$ cat config.mk
export PLATFORM = sky130hd
export DESIGN_NAME = alu4_wb
export DESIGN_NICKNAME = d
export VERILOG_FILES = /design/src/rtl/alu4_pkg.sv /design/src/rtl/alu4_wb_fifo.sv /design/src/rtl/alu4_wb.sv
export SDC_FILE = /design/constraint.sdc
export NUM_CORES = 1
export LEC_CHECK = 0
export ABC_CLOCK_PERIOD_IN_PS = 1800
export BUFFER_PORTS_ARGS = -buffer_cell sky130_fd_sc_hd__clkbuf_2
export CELL_PAD_IN_SITES_DETAIL_PLACEMENT = 0
export CELL_PAD_IN_SITES_GLOBAL_PLACEMENT = 1
export CORE_ASPECT_RATIO = 0.7
export CORE_MARGIN = 5
export CORE_UTILIZATION = 40
export CTS_CLUSTER_DIAMETER = 80
export DETAILED_ROUTE_END_ITERATION = 10
export GPL_ROUTABILITY_DRIVEN = 0
export PLACE_DENSITY = 0.71
export SETUP_SLACK_MARGIN = 0.02
export SLEW_MARGIN = 20
export SYNTH_ARGS = -nofsm -noshare
export SYNTH_HDL_FRONTEND = slang
export SYNTH_SLANG_ARGS = --single-unit
$ cat constraint.sdc
create_clock -name clk -period 1.8 [get_ports clk]
set_input_delay 0.27 -clock clk [delete_from_list [all_inputs] [get_ports clk]]
set_output_delay 0.27 -clock clk [all_outputs]
set_load 0.05 [all_outputs]
$ cat src/rtl/alu4_pkg.sv
// rtl/alu4_pkg.sv - shared types and constants for the alu4 write-back stage
package alu4_pkg;

    // ALU operation code encoding, carried through write-back as a tag
    localparam logic [1:0] CTL_0 = 2'd0;
    localparam logic [1:0] CTL_1 = 2'd1;
    localparam logic [1:0] CTL_2 = 2'd2;
    localparam logic [1:0] CTL_3 = 2'd3;

    // Architectural flag vector width: {zf, cf, sf}
    localparam int FLAG_W = 3;

    // One pending write-back: result, flags, op tag and destination index
    typedef struct packed {
        logic [3:0] res;
        logic       zf;
        logic       cf;
        logic       sf;
        logic [1:0] ctl;
        logic [1:0] rd;
    } alu4_wb_entry_t;

    // FIFO occupancy states
    typedef enum logic [1:0] {
        OCC_EMPTY   = 2'd0,
        OCC_PARTIAL = 2'd1,
        OCC_FULL    = 2'd2
    } occ_state_t;

    // Flag vector of an entry in architectural order
    function automatic logic [FLAG_W-1:0] entry_flags(input alu4_wb_entry_t e);
        return {e.zf, e.cf, e.sf};
    endfunction

endpackage

$ cat src/rtl/alu4_wb_fifo.sv
// rtl/alu4_wb_fifo.sv - in-order circular buffer of pending write-back entries
module alu4_wb_fifo
    import alu4_pkg::*;
#(
    parameter int  DEPTH = 2,
    localparam int CW    = $clog2(DEPTH + 1)
) (
    input  logic           clk,
    input  logic           rst_n,
    input  logic           push,
    input  alu4_wb_entry_t wdata,
    input  logic           pop,
    output logic [CW-1:0]  count,
    output logic           full,
    output logic           empty,
    output alu4_wb_entry_t head
);

    localparam int            PW      = $clog2(DEPTH);
    localparam logic [CW-1:0] DEPTH_C = CW'(DEPTH);
    localparam logic [PW-1:0] LAST_P  = PW'(DEPTH - 1);

    alu4_wb_entry_t mem [DEPTH];
    logic [PW-1:0]  hd_ptr;
    logic [PW-1:0]  tl_ptr;
    occ_state_t     state;
    occ_state_t     state_nxt;
    logic [CW-1:0]  count_nxt;
    logic           do_push;
    logic           do_pop;

    // A push into a full buffer or a pop from an empty one is dropped here
    assign do_push = push && (state != OCC_FULL);
    assign do_pop  = pop && (state != OCC_EMPTY);

    assign full  = (state == OCC_FULL);
    assign empty = (state == OCC_EMPTY);
    assign head  = mem[hd_ptr];

    // Pointers wrap at DEPTH, which need not be a power of two
    function automatic logic [PW-1:0] ptr_inc(input logic [PW-1:0] p);
        return (p == LAST_P) ? '0 : p + 1'b1;
    endfunction

    // Next occupancy count and state; simultaneous push and pop keeps the count
    always_comb begin
        count_nxt = count;
        state_nxt = state;
        case ({do_push, do_pop})
            2'b10:   count_nxt = count + 1'b1;
            2'b01:   count_nxt = count - 1'b1;
            default: count_nxt = count;
        endcase
        case (state)
            OCC_EMPTY: begin
                if (do_push) begin
                    state_nxt = (count_nxt == DEPTH_C) ? OCC_FULL : OCC_PARTIAL;
                end
            end
            OCC_PARTIAL: begin
                if (count_nxt == '0) begin
                    state_nxt = OCC_EMPTY;
                end else if (count_nxt == DEPTH_C) begin
                    state_nxt = OCC_FULL;
                end
            end
            OCC_FULL: begin
                if (do_pop) begin
                    state_nxt = OCC_PARTIAL;
                end
            end
            default: state_nxt = OCC_EMPTY;
        endcase
    end

    // Occupancy state, count and pointers; reset discards every pending entry
    always_ff @(posedge clk) begin
        if (!rst_n) begin
            state  <= OCC_EMPTY;
            count  <= '0;
            hd_ptr <= '0;
            tl_ptr <= '0;
        end else begin
            state <= state_nxt;
            count <= count_nxt;
            if (do_push) begin
                tl_ptr <= ptr_inc(tl_ptr);
            end
            if (do_pop) begin
                hd_ptr <= ptr_inc(hd_ptr);
            end
        end
    end

    // Entry storage; slots are only read once written, so no reset is needed
    always_ff @(posedge clk) begin
        if (do_push) begin
            mem[tl_ptr] <= wdata;
        end
    end

endmodule

$ cat src/rtl/alu4_wb.sv
// rtl/alu4_wb.sv - alu4 write-back stage: FIFO, register file, flags; optional ALU4_WB_BYPASS_EN read bypass
module alu4_wb
    import alu4_pkg::*;
#(
    parameter int DEPTH = 2,
    parameter int NREGS = 4
) (
    input  logic       clk,
    input  logic       rst_n,
    input  logic       in_valid,
    output logic       in_ready,
    input  logic [3:0] in_res,
    input  logic       in_zf,
    input  logic       in_cf,
    input  logic       in_sf,
    input  logic [1:0] in_ctl,
    input  logic [1:0] in_rd,
    input  logic       wb_stall,
    input  logic [1:0] ra_addr,
    input  logic [1:0] rb_addr,
    output logic [3:0] ra_data,
    output logic [3:0] rb_data,
    output logic       flag_zf,
    output logic       flag_cf,
    output logic       flag_sf,
    output logic [1:0] last_ctl,
    output logic [7:0] commit_cnt
);

    localparam int            CW      = $clog2(DEPTH + 1);
    localparam logic [CW-1:0] DEPTH_C = CW'(DEPTH);

    alu4_wb_entry_t in_entry;
    alu4_wb_entry_t head;
    logic [CW-1:0]  occ;
    logic           fifo_full;
    logic           fifo_empty;
    logic           push;
    logic           commit;
    logic           unused_full;
    logic [3:0]     rf [NREGS];

    assign in_entry = '{res: in_res, zf: in_zf, cf: in_cf, sf: in_sf,
                        ctl: in_ctl, rd: in_rd};

    // No pass-through when full: a pop this cycle does not free a slot until the edge
    assign in_ready = rst_n && (occ != DEPTH_C);
    assign push     = in_valid && in_ready;
    assign commit   = !fifo_empty && !wb_stall;

    // full is implied by the occupancy count compare above
    assign unused_full = fifo_full;

    alu4_wb_fifo #(
        .DEPTH (DEPTH)
    ) u_fifo (
        .clk   (clk),
        .rst_n (rst_n),
        .push  (push),
        .wdata (in_entry),
        .pop   (commit),
        .count (occ),
        .full  (fifo_full),
        .empty (fifo_empty),
        .head  (head)
    );

    // Commit the head entry into architectural state
    always_ff @(posedge clk) begin
        if (!rst_n) begin
            for (int i = 0; i < NREGS; i++) begin
                rf[i] <= '0;
            end
            {flag_zf, flag_cf, flag_sf} <= '0;
            last_ctl   <= CTL_0;
            commit_cnt <= '0;
        end else if (commit) begin
            rf[head.rd]                 <= head.res;
            {flag_zf, flag_cf, flag_sf} <= entry_flags(head);
            last_ctl                    <= head.ctl;
            commit_cnt                  <= commit_cnt + 8'd1;
        end
    end

    // Operand read ports back to issue logic
    always_comb begin
`ifdef ALU4_WB_BYPASS_EN
        // Forward the result that commits on the coming edge
        ra_data = (commit && (head.rd == ra_addr)) ? head.res : rf[ra_addr];
        rb_data = (commit && (head.rd == rb_addr)) ? head.res : rf[rb_addr];
`else
        ra_data = rf[ra_addr];
        rb_data = rf[rb_addr];
`endif
    end

endmodule

After elaboration in Yosys (flattened, before gate mapping) --
Memory sizes are Yosys's and may differ from the RTL's. A register that Yosys moved wholly into a read port is not among the register bits. Index checks and enable logic that the tools add are counted.
Storage, ports and cells: bits in latches 0, memories 2, bits in registers 19, RAM bits 38, input port bits 19, output and inout port bits 22, memory bits (read-only) 0
Memory list:
- u_fifo.mem | words 2, bits a word 11, rd ports 1, clocked after Yosys merged registers in 1, wr ports 1, RTL line alu4_wb_fifo.sv:23 | alu4_wb_entry_t mem [DEPTH];
- rf | words 4, bits a word 4, rd ports 2, clocked after Yosys merged registers in 0, wr ports 4, RTL line alu4_wb.sv:41 | logic [3:0] rf [NREGS];
Operators by class: muxes and demuxes 20, div/mod/pow operators 0, multipliers 0, reductions and logical operators 12, eq/ne operators 10, bitwise logic cells 0, shift-type cells 0, order comparisons 0, add/subtract/negate cells 5
Operators with widths (count):
- 2-bit two-way mux | 6
- 1-bit two-way mux | 11
- 8-bit by 1-bit adder with 8-bit output, second input constant | 1
- 2-bit equality test, second input constant | 3
- 2-bit one-hot mux with 3 select lines | 1
- 1-bit logical AND | 5
- 2-bit by 1-bit equality test with 1-bit output, second input constant | 2
- 2-bit zero test | 2
- 4-bit two-way mux | 1
- 2-bit by 1-bit != test with 1-bit output, second input constant | 2
- 2-bit != test, second input constant | 2
- 2-bit one-hot mux with 2 select lines | 1
- 4-bit OR reduction | 1
- 3-bit by 1-bit != test with 1-bit output, second input constant | 1
- 3-bit AND reduction | 1
- 1-bit adder, second input constant | 2
- 2-bit by 1-bit adder with 2-bit output, second input constant | 1
- 1-bit zero test | 2
- 2-bit nonzero test | 1
- 2-bit by 1-bit subtractor with 2-bit output, second input constant | 1

Depth between registers and ports, before layout --
depth after elaboration 10, gate-level depth with buffers 7, mapped depth without buffers 6

Hierarchy --
A second synthesis with hierarchy kept.
Unflattened totals: cell total of the unflattened synthesis 191, area, all modules 2532.4 µm²
Modules (own cells, without submodules):
- alu4_wb | cells each 116, instances 1, area an instance 1388.8 µm², seq. area each 740.7 µm²
- alu4_wb_fifo | cells each 75, instances 1, area an instance 1143.6 µm², seq. area each 800.8 µm²

Worst setup path after synthesis --
Ideal clock, no wire load.
path kind in2out, start input rst_n, end output in_ready, buffers on the path 2, path slack -0.176 ns, arrival time 1.706 ns, stages 4, path through clkbuf_1 > clkinv_1 > clkbuf_1 > a21oi_1
On the way: cells in the longest elaborated chain, start to end 1
Ends and longest elaborated chain:
- start, declared | RTL line alu4_wb.sv:9 | input logic rst_n,
- 1-bit logical AND | RTL line alu4_wb.sv:47 | assign in_ready = rst_n && (occ != DEPTH_C);
- end, declared | RTL line alu4_wb.sv:11 | output logic in_ready,
Every way passes these cells.

Worst setup path after layout --
start register u_fifo.state[1], end register u_fifo.state[1]
On the way: cells in the longest elaborated chain, start to end 10
Ends and longest elaborated chain:
- start, declared | RTL line alu4_wb_fifo.sv:26 | occ_state_t state;
- start signal, assigned | RTL line alu4_wb_fifo.sv:84 | state <= state_nxt;
- 2-bit zero test | RTL line alu4_wb_fifo.sv:37, alu4_wb_fifo.sv:54
- 1-bit zero test | RTL line alu4_wb.sv:49 | assign commit = !fifo_empty && !wb_stall;
- 1-bit logical AND | RTL line alu4_wb.sv:49
- 1-bit logical AND | RTL line alu4_wb_fifo.sv:34 | assign do_pop = pop && (state != OCC_EMPTY);
- 2-bit by 1-bit equality test with 1-bit output or 2-bit equality test (tied branches) | RTL line alu4_wb_fifo.sv:49 | case ({do_push, do_pop})
- 2-bit one-hot mux with 2 select lines | RTL line alu4_wb_fifo.sv:49
- 2-bit equality test | RTL line alu4_wb_fifo.sv:57, alu4_wb_fifo.sv:63
- 2-bit two-way mux | RTL line alu4_wb_fifo.sv:57 | state_nxt = (count_nxt == DEPTH_C) ? OCC_FULL : OCC_PARTIAL;
- 2-bit two-way mux | RTL line alu4_wb_fifo.sv:56 | if (do_push) begin
- 2-bit one-hot mux with 3 select lines | RTL line alu4_wb_fifo.sv:54 | case (state)
Parallel ways exist; a longest one is shown, timed or not. The select of a mux whose other input is x is not followed. A chain may end at the register's enable or synchronous reset.

==> metrics.txt <==
Final Non-Filler Cells=339; Die Ht=76.19 um; vias in the first global route=1,786; setup violators final=0; Sw Share=26.19%; Clock transition at path regs=60 ps; Cell variety after synth=42; CP Class=reg2reg; Via-to-Cell Ratio=4.965; Num CTS Buffers=9; met1 global-route usage=17.28%; GRT overflow=0; NetSw=797.9 uW; Clk pwr share=33.9%; # IOs=41; die area=7966 um^2; first-pass GRT wire length=8404 um; crit start category=flip-flop; Post-synth EDFFs=38; final worst slack=58.18 ps; Req. time, crit path=2000 ps; Final Hold Viols=0; DR pass1 iterations=4; initial antenna violation count=0; Mapped Area=2504 um^2; CTS tree=built; Worst Reg-to-Reg Cells=6; Max Slew Vio Count=0; worst skew pair latency=330 ps; top cells by area, synth=edfxtp_1 (46%), dfxtp_1 (16%), mux4_2 (7.2%); Max rail drop VDD=0.5847 mV; met3 Track Usage GR=6.689%; flop-to-flop setup slack=60 ps; Leak Pwr=0.001204 uW; GR Util met2=20.23%; largest family of logic cells by synthesized area=simple AND/OR/NAND/NOR gates; fin crit period=1742 ps; GRT Util Overall=13.35%; GRT busiest layer=met2; post-synthesis mux area share=11.39%; antenna-violating nets left=0; R2R Path End=u_fifo.state[1]$_SDFFE_PN0P_; clk buf depth=2; final instance area=3141 um^2; post-route clock period utilization=96.77%; Hold Path Stages=1; status=completed; WL/cell=14.81 um; Port Buf Inserts=40; Place WS=-12.19 ps; num rows=24; RR Startpoint=u_fifo.state[1]$_SDFFE_PN0P_; CP startpoint=u_fifo.state[1]$_SDFFE_PN0P_; Flop pwr share=50.1%; Mapped Cells=194; Post-DP HPWL=3666 um; commonest non-fill, non-tap cell in the layout=edfxtp_1; RSZ-0062 raised after global routing=true; Synth Register Bits=58; Synth Area in Compound Gates=9.595%; most frequent cells in the layout=edfxtp_1 (38), clkbuf_2 (37), nor2_1 (23); ys async rst share=0%; top_reg_cell synth=edfxtp_1; CTS root buf=clkbuf_8; Hold EP=u_fifo.mem[1][2]$_DFFE_PP_; Critical Path End Type=flip-flop; hold crit path type=in2reg; Synth Area in Adders=0.9995%; DRT Wirelength=5019 um; simple-gate area share of the yosys netlist=11.69%; Post-CTS Hold Buffers=0; XOR/XNOR Fraction of Synth Area=1.399%; Rel. slew slack=60.02%; Final Skew=8.086 ps; Max Fclk=0.5741 GHz; Comb pwr share=16.1%; layout cells sized above 1=36.02%; # diodes=0; largest net degree at the start of global routing=19; pwr/cell area=970.2 nW/um^2; Syn Nets=215; max-cap violations=0; via count=1,683; post-synth top area cell=edfxtp_1; placed cell areas=2947 um^2; Mapped Avg Cell Area=12.91 um^2; DR DRC count=0; die width=104.6 um; WP data arrival=1940 ps; area of the core=6156 um^2; fin nets=277; Worst Max-Slew Pin Slew=593.5 ps; Int Power=2249 uW; Seq/Total Area, Yosys=61.57%; DP Cell Count=322; starting density of the core=40.67%; clock sink count=58; CP max FO=6; area grow syn2layout=25.44%; number of H-tree levels=3; Yosys warning total=0; Synth top area share=45.58%; Hold Path Origin=in_ctl[0]; initial DRC count=75
how the worst max path moves through the flow:
stage,end,slack (ps),cells past startpoint
finish,u_fifo.state[1]$_SDFFE_PN0P_,60,6
global route,u_fifo.state[0]$_SDFFE_PN0P_,-30,6
CTS,rb_data[2],40,2
detailed placement,u_fifo.state[1]$_SDFFE_PN0P_,-10,6
global placement,u_fifo.state[1]$_SDFFE_PN0P_,60,6
floorplan,u_fifo.state[1]$_SDFFE_PN0P_,20,7
repair_timing:
item / CTS / global route
endpoints found under the setup margin: 1 / 4
endpoints found under the hold margin: 0 / 0
gates resized for setup: 1 / 4
buffers inserted: 0 / 1
flip-flops by register name (all words and copies together), names as in the netlist, named ones only:
| signal | cells |
|---|---|
| flag_sf | 1 |
| u_fifo.state | 2 |
| u_fifo.tl_ptr | 1 |
| rf | 16 |
| u_fifo.mem | 22 |
| last_ctl | 2 |
| commit_cnt | 8 |
| u_fifo.hd_ptr | 1 |
| u_fifo.count | 2 |
| flag_cf | 1 |
| flag_zf | 1 |
cells by family after synthesis:
group           Yosys count
flops                    58
xor+xnor                  4
mux                      18
buf+inv                  20
fa+ha+maj                 2
simple gates             57
compound gates           35
through the flow:
| step | total power, uW | utilization, % | setup TNS [ps] | hold slack (ps) |
|---|---|---|---|---|
| floorplan | 1885 | - | 0 | 368.9 |
| global placement | 2035 | 47.87 | 0 | 458.7 |
| detailed placement | 2045 | 47.87 | -12.19 | 463.3 |
| CTS | 3075 | 50.75 | 0 | 112.0 |
| global route | 3193 | 51.02 | -53.52 | 113.0 |
| finish | 3047 | 51.02 | 0 | 126.9 |
cell type report:
type	count	area (um^2)
clock inverter	3	13.76
inverter	13	48.80
timing repair buffer	58	350.3
sequential	58	1543
clock buffer	13	158.9
multi-input combinational	116	928.4
fill	559	3015
tap	78	97.59
cells in the mapped netlist, drive strengths merged, types with 3 or more instances:
library cell	n
mux4	8
nand2b	3
a211oi	5
xnor2	4
dfxtp	20
nand4	4
edfxtp	38
nand3	7
mux2	4
mux2i	6
a21oi	9
clkbuf	4
nor2	23
buf	3
nand2	6
or3	3
o21ai	7
inv	12
layer usage:
| metal | up-vias | wire length [um] |
|---|---|---|
| met5 | - | 0 |
| met1 | 775 | 2387 |
| met4 | 0 | 22 |
| met3 | 2 | 328 |
| met2 | 45 | 2280 |
| li1 | 861 | - |
worst max-delay path, stage by stage (launching register included):
cell and delay (ps):
dfxtp_2 330, o21bai_2 270, inv_2 90, ha_4 320, and4b_1 210, a311oi_2 290
o41ai_2 120
power by group through the flow:
| stage | Sequential [uW] | Clock (uW) | Combinational, uW |
|---|---|---|---|
| global route | 1530 | 1130 | 535 |
| global placement | 1550 | 0 | 485 |
| floorplan | 1590 | 0 | 294 |
| CTS | 1530 | 1060 | 493 |
| detailed placement | 1550 | 0 | 491 |
| finish | 1530 | 1030 | 490 |
(Power assumes the default switching activity.)
